<file path="config.mk">
export PLATFORM = sky130hd
export DESIGN_NAME = clk_ratio_detector
export DESIGN_NICKNAME = d
export VERILOG_FILES = /design/src/rtl/clk_ratio_detector.sv
export SDC_FILE = /design/constraint.sdc
export NUM_CORES = 1
export LEC_CHECK = 0
export CAP_MARGIN = 20
export CORE_MARGIN = 2
export CORE_UTILIZATION = 35
export DETAILED_ROUTE_END_ITERATION = 8
export PLACE_DENSITY = 0.6
export SYNTH_ARGS = -nofsm -noshare
export SYNTH_HDL_FRONTEND = slang
export SYNTH_SLANG_ARGS = --single-unit
</file>
<file path="constraint.sdc">
create_clock -name clk -period 1.6 [get_ports clk]
set_clock_uncertainty 0.15 [all_clocks]
set_input_delay 0.4 -clock clk [delete_from_list [all_inputs] [get_ports clk]]
set_output_delay 0.4 -clock clk [all_outputs]
set_load 0.02 [all_outputs]
</file>
<file path="src/rtl/clk_ratio_detector.sv">
// Measures period and high time of a divided clock generated in the clk domain,
// flags even 50% divides, and tracks lock / mismatch / loss-of-signal.
module clk_ratio_detector #(
  parameter int W        = 8,
  parameter int LOCK_CNT = 3
) (
  input  logic         clk,
  input  logic         resetn,
  input  logic         sig_in,
  output logic [W-1:0] period,
  output logic [W-1:0] high_time,
  output logic         valid,
  output logic         even,
  output logic         locked,
  output logic         err,
  output logic         timeout
);

  typedef enum logic {IDLE, MEASURE} state_t;

  localparam logic [W-1:0] CNT_MAX = '1;
  localparam logic [W-1:0] ONE     = {{(W-1){1'b0}}, 1'b1};
  localparam logic [3:0]   LOCK_N  = 4'(LOCK_CNT);

  state_t       state_q,  state_d;
  logic         sig_q,    sig_d;
  logic [W-1:0] cnt_q,    cnt_d;
  logic [W-1:0] hcnt_q,   hcnt_d;
  logic [3:0]   match_q,  match_d;
  logic         cap_seen_q, cap_seen_d;
  logic [W-1:0] period_q, period_d;
  logic [W-1:0] high_q,   high_d;
  logic         valid_q,  valid_d;
  logic         even_q,   even_d;
  logic         locked_q, locked_d;
  logic         err_q,    err_d;
  logic         timeout_q, timeout_d;

  logic         rise;
  logic         same_meas;
  logic         even_calc;
  logic [W:0]   hcnt_x2;
  logic [3:0]   match_inc;

  always_comb begin
    rise      = sig_in & ~sig_q;
    same_meas = (cnt_q == period_q) && (hcnt_q == high_q);
    hcnt_x2   = {hcnt_q, 1'b0};
    even_calc = ~cnt_q[0] && (hcnt_x2 == {1'b0, cnt_q});
    match_inc = (match_q == LOCK_N) ? match_q : match_q + 4'd1;

    state_d    = state_q;
    sig_d      = sig_in;
    cnt_d      = cnt_q;
    hcnt_d     = hcnt_q;
    match_d    = match_q;
    cap_seen_d = cap_seen_q;
    period_d   = period_q;
    high_d     = high_q;
    even_d     = even_q;
    locked_d   = locked_q;
    valid_d    = 1'b0;
    err_d      = 1'b0;
    timeout_d  = 1'b0;

    if (rise) begin
      // A rise always restarts counting, even when it coincides with a timeout.
      cnt_d  = ONE;
      hcnt_d = ONE;
      if (state_q == IDLE) begin
        state_d    = MEASURE;
        cap_seen_d = 1'b0;
      end else begin
        period_d   = cnt_q;
        high_d     = hcnt_q;
        even_d     = even_calc;
        valid_d    = 1'b1;
        cap_seen_d = 1'b1;
        if (cap_seen_q) begin
          if (same_meas) begin
            match_d = match_inc;
            if (match_inc == LOCK_N) locked_d = 1'b1;
          end else begin
            match_d  = 4'd0;
            locked_d = 1'b0;
            err_d    = locked_q;
          end
        end
      end
    end else if (state_q == MEASURE) begin
      if (cnt_q == CNT_MAX) begin
        // Lost the signal: counters hold (never wrap) and all results are dropped.
        state_d    = IDLE;
        timeout_d  = 1'b1;
        period_d   = '0;
        high_d     = '0;
        even_d     = 1'b0;
        locked_d   = 1'b0;
        match_d    = 4'd0;
        cap_seen_d = 1'b0;
      end else begin
        cnt_d  = cnt_q + ONE;
        hcnt_d = hcnt_q + {{(W-1){1'b0}}, sig_in};
      end
    end
  end

  always_ff @(posedge clk) begin
    if (!resetn) begin
      state_q    <= IDLE;
      sig_q      <= 1'b1;
      cnt_q      <= '0;
      hcnt_q     <= '0;
      match_q    <= 4'd0;
      cap_seen_q <= 1'b0;
      period_q   <= '0;
      high_q     <= '0;
      valid_q    <= 1'b0;
      even_q     <= 1'b0;
      locked_q   <= 1'b0;
      err_q      <= 1'b0;
      timeout_q  <= 1'b0;
    end else begin
      state_q    <= state_d;
      sig_q      <= sig_d;
      cnt_q      <= cnt_d;
      hcnt_q     <= hcnt_d;
      match_q    <= match_d;
      cap_seen_q <= cap_seen_d;
      period_q   <= period_d;
      high_q     <= high_d;
      valid_q    <= valid_d;
      even_q     <= even_d;
      locked_q   <= locked_d;
      err_q      <= err_d;
      timeout_q  <= timeout_d;
    end
  end

  assign period    = period_q;
  assign high_time = high_q;
  assign valid     = valid_q;
  assign even      = even_q;
  assign locked    = locked_q;
  assign err       = err_q;
  assign timeout   = timeout_q;

endmodule
</file>
# == Word level (Yosys, flattened, before mapping) ==
# Cells that the tools add are included.
# op_classes
n_addsub,3
n_eq_ne,9
n_mux,34
n_bitwise,8
n_reduce_logical,14
# op_table
operator,count
$mux 8,6
$mux 4,7
$mux 1,21
$eq 8x8->1,2
$reduce_and 2->1,5
$eq 9x8->1,1
$add 8x1->8,1
$add 8x1->8 const B,1
$eq 4x2->1 const B,2
$eq 8x8->1 const B,1
$not 1->1,7
$reduce_or 5->1,1
$add 4x1->4 const B,1
$ne 2x2->1 const B,2
$reduce_and 4->1,1
$reduce_bool 2->1,2
$ne 3x2->1 const B,1
$reduce_and 3->1,1
$reduce_or 3->1,1
$logic_and 1x1->1,2
$reduce_or 2->1,1
$and 1x1->1,1
# word_totals
register_bits,44
inputBits,3
output_inout_bits,21
word_cells,83

# == Logic depth before layout (Yosys ltp) ==
# logic_depth
depth_word,8
depth_mapped,8
depth_no_buf,6

# == Worst setup path before layout ==
# OpenSTA, ideal clock, no wires.
# synth_timing
path_type,flip-flop to flip-flop
startpoint,reg cnt_q[0]
endpoint,reg period_q[4] (netlist: period[4])
setup_ns,0.117
arrival_time_ns,1.486
required_time_ns,1.333
setup_slack_ns,-0.153
path_stages_with_launch,9
n_path_buf,2
period_less_slack_ns,1.753
path_cell_list,dfxtp_1 > ha_1 > nand3_1 > nor2_2 > o21ai_2 > and2_4 > buf_6 > buf_8 > a22o_1
# synth_between
elab_chain_cells,3
# synth_rtl
item,line_no,text
start: declaration,27,"logic [W-1:0] cnt_q, cnt_d;"
start signal: assignment,126,cnt_q <= cnt_d;
$eq 8x8->1,91,if (cnt_q == CNT_MAX) begin
$reduce_bool 2->1 (no line),-,
$reduce_and 2->1 (no line),-,
end signal: assignment,130,period_q <= period_d;
end: declaration,31,"logic [W-1:0] period_q, period_d;"
# No other way between the ends.
# A chain may end at the register's enable or synchronous reset.

# == Worst setup path in the final report ==
# layout_timing
startpoint,reg cnt_q[0]
endpoint,reg cnt_q[4]
# layout_between
elab_chain_cells,3
elab_cells_between_ends,4
classes_between,1 x add/sub; 1 x eq/ne; 1 x bitwise; 1 x reduce/logical
# layout_rtl
item
"parallel branches: the longest is 3 deep, another holds $add 8x1->8"
# Several ways; the timed one is not identified.

==> metrics.md <==
| Metric | Value |
|---|---|
| Status | complete, but fails checks |
| Failing checks | negative setup slack |
| Most used DFF post-synth | dfxtp_1 |
| Design area | 0.00302 mm² |
| Hold WC Path Type | flip-flop to flip-flop |
| CTS Buf Count | 5 |
| N_diodes | 0 |
| Fin util | 0.505 |
| Final worst-path cycle share | 1.04 |
| Initial Util | 0.367 |
| Critical path peak fanout | 11 |
| Slew headroom | 0.808 |
| Slew at the pin closest to its max-slew limit | between 0.2 and 0.3 ns |
| Total power | between 1.5 and 2 mW |
| Pin count of the biggest net entering global routing | 18 |
| Final Hold Vio Count | 0 |
| Detailed-route via count | approximately 1900 |
| Initial antenna violation count | 0 |
| Sequential Power Share | 0.567 |
| Syn avg cell area | 9.68 µm² |
| Vias in the first global route | 1812 |
| DR WL/cell | about 15 µm |
| Final setup fails | 13 |
| Clock Power Share | 0.346 |
| IO Pins | 24 |
| Share of post-route cells with drive strength above 1 | 0.376 |
| Port Buffers | 23 |
| Number of synthesized flops with an enable pin | 0 |
| DRC Markers | 0 |
| CTS tree | yes |
| Slew Viols, Final | 0 |
| Die Ht | approximately 83 µm |
| Fin cells | about 370 |
| Final ANT Viol Nets | 0 |
| Critical Path Start Type | flip-flop |
| Synthesized area | between 0.002 and 0.0025 mm² |
| Fill count | roughly 540 |
| Total Neg Setup Slack | -0.268 ns |
| Sw Ratio | 0.245 |
| 1st-pass router iterations | 4 |
| Grt ovf | 0 |
| Most frequent cells in the layout | 46 x buf_4, 29 x dfxtp_1, 20 x nor2_1 |
| Leak | between 1 and 1.5 nW |
| Post-Route WL | 5.31 mm |
| Placed insts | approximately 350 |
| Final net count | 297 |
| Clock Tree Root | clkbuf_8 |
| Fmax | 0.601 GHz |
| GR Layer Usage met1 | 0.210 |
| DP HPWL | approximately 3.7 mm |
| Asr flop ratio synth | 0 |
| Setup ws final | -0.0651 ns |
| Worst vdd ir | 341 µV |
| Crit path DAT | between 1.5 and 2 ns |
| Gr busiest metal | met2 |
| Via density per instance | slightly above 5 |
| DR iter-0 viols | 103 |
| Synth Instances | ~230 |
| Met2 Usage GRT | 0.253 |
| First-pass GRT wire length | 8.76 mm |
| Clock transition at path regs | roughly 0.090 ns |
| Commonest non-fill, non-tap cell in the layout | buf_4 |
| Routability cong. | ~0.87 |
| CP Data Required Time | 1.63 ns |
| Global Route Usage Sum | 0.156 |
| Syn-to-layout area delta | 37.5% |
| Hold Slack | between 0.3 and 0.4 ns |
| Bufs on Longest Clock Path | 2 |
| Post-synthesis cell type count | 44 |
| Chip width | between 80 and 90 µm |
| GRT met3 Usage | 0.0328 |
| DP Area | ~0.0028 mm² |
| CTS sink count | 44 |
| CP Class | flip-flop to flip-flop |
| Pwr dens | 649 mW/mm² |
| Place WS | -0.467 ns |
| Combinational share of power | 0.087 |
| NetSw | between 400 and 500 µW |
| Sequential share of the synthesized area | 0.401 |
| Core Rows | 28 |
| Synth warnings | 0 |
| Die Area | 0.00693 mm² |
| Clock latency at the later pin of the worst-skew pair | 0.29 ns |
| Core Region | ~0.0060 mm² |
| Critical Path End Type | flip-flop |
| Internal | between 1 and 1.5 mW |
| Seq cells post-synth | 44 |
| Synthesized Nets | about 230 |
| Hold_buf cts | 0 |
| Final min period | about 1.7 ns |
| H-tree levels | 2 |
| Max cap viols | 0 |
| RSZ-0062 raised after global routing | true |
-- cells by family (layout without fill, tap and decap cells) --
| group | after synthesis | in the layout | synth area share |
|---|---|---|---|
| xor gates and xnor gates | 37 | 37 | 0.161 |
| DFF | 44 | 44 | 0.401 |
| and+or+nand+nor | 84 | 85 | 0.205 |
| buffers and inverters | 19 | 81 | 0.0689 |
| AOI/OAI and AO/OA | 39 | 39 | 0.141 |
| adders and majority gates | 4 | 4 | 0.0228 |
-- critical path, stage by stage, from the launching register on --
cell	delay, ns
dfxtp_4	0.38
ha_4	0.17
and3_4	0.20
a21boi_4	0.17
buf_12	0.14
nand4_1	0.12
xor2_1	0.16
nor2_1	0.05
-- per-layer routing --
layer  vias up  wire length [µm]
li1        923                 -
met1       886              2530
met2        38              2470
met3         5               261
met4         0                46
met5         -                 0
-- registers in the layout, summed over array words and instances, names as in the netlist --
register,count
match_q,4
locked,1
cap_seen_q,1
high_time,8
timeout,1
even,1
state_q,1
period,8
cnt_q,8
sig_q,1
valid,1
hcnt_q,8
err,1
-- final cells by class --
type                       count  area, µm²  share of cell area
tap                           75       93.8              0.0310
clock inverter                 2       11.3             0.00373
sequential                    44        910               0.301
inverter                       2       7.51             0.00248
multi-input combinational    165       1320               0.437
clock buffer                   5       68.8              0.0228
timing repair buffer          72        612               0.202
-- synth_stat cells, types with 3 or more instances --
cell type | instances | area (µm²)
o21ai_0 | 6 | 30.0
nand3_1 | 6 | 30.0
buf_6 | 6 | 67.6
nor2_1 | 20 | 75.1
xor2_1 | 15 | 131
nand4_1 | 10 | 62.6
ha_1 | 4 | 50.1
nand2_1 | 17 | 63.8
nor3_1 | 7 | 35.0
a21oi_1 | 5 | 25.0
clkbuf_1 | 3 | 11.3
a22o_1 | 16 | 140
nand2b_1 | 3 | 18.8
xnor2_2 | 4 | 65.1
and2_1 | 3 | 18.8
xnor2_1 | 18 | 158
buf_4 | 6 | 45.0
dfxtp_1 | 44 | 881
a31oi_1 | 3 | 18.8
-- timing repair --
action / 4_1_cts / 5_1_grt
endpoints found under the setup margin: 55 / 46
cloned: 1 / 0
setup buffers: 3 / 1
resized for setup: 55 / 24
pin swaps: 8 / 10
-- power by group through the flow --
stage / clock, mW / combinational (mW) / sequential [mW]
floorplan: 0 / 0.0817 / 1.14
global placement: 0 / 0.152 / 1.14
detailed placement: 0 / 0.152 / 1.14
CTS: 0.691 / 0.166 / 1.11
global route: 0.743 / 0.185 / 1.11
finish: 0.680 / 0.171 / 1.11
-- worst paths after layout --
kind              startpoint        to  slack, ns  depth (start not counted)
hold / removal        locked       err       0.32                          2
setup / recovery    cnt_q[0]  cnt_q[4]      -0.07                          7
hold reg to reg       locked       err       0.32                          2
setup reg to reg    cnt_q[0]  cnt_q[4]      -0.07                          7
Note: power is estimated with default switching activity, not from simulation.
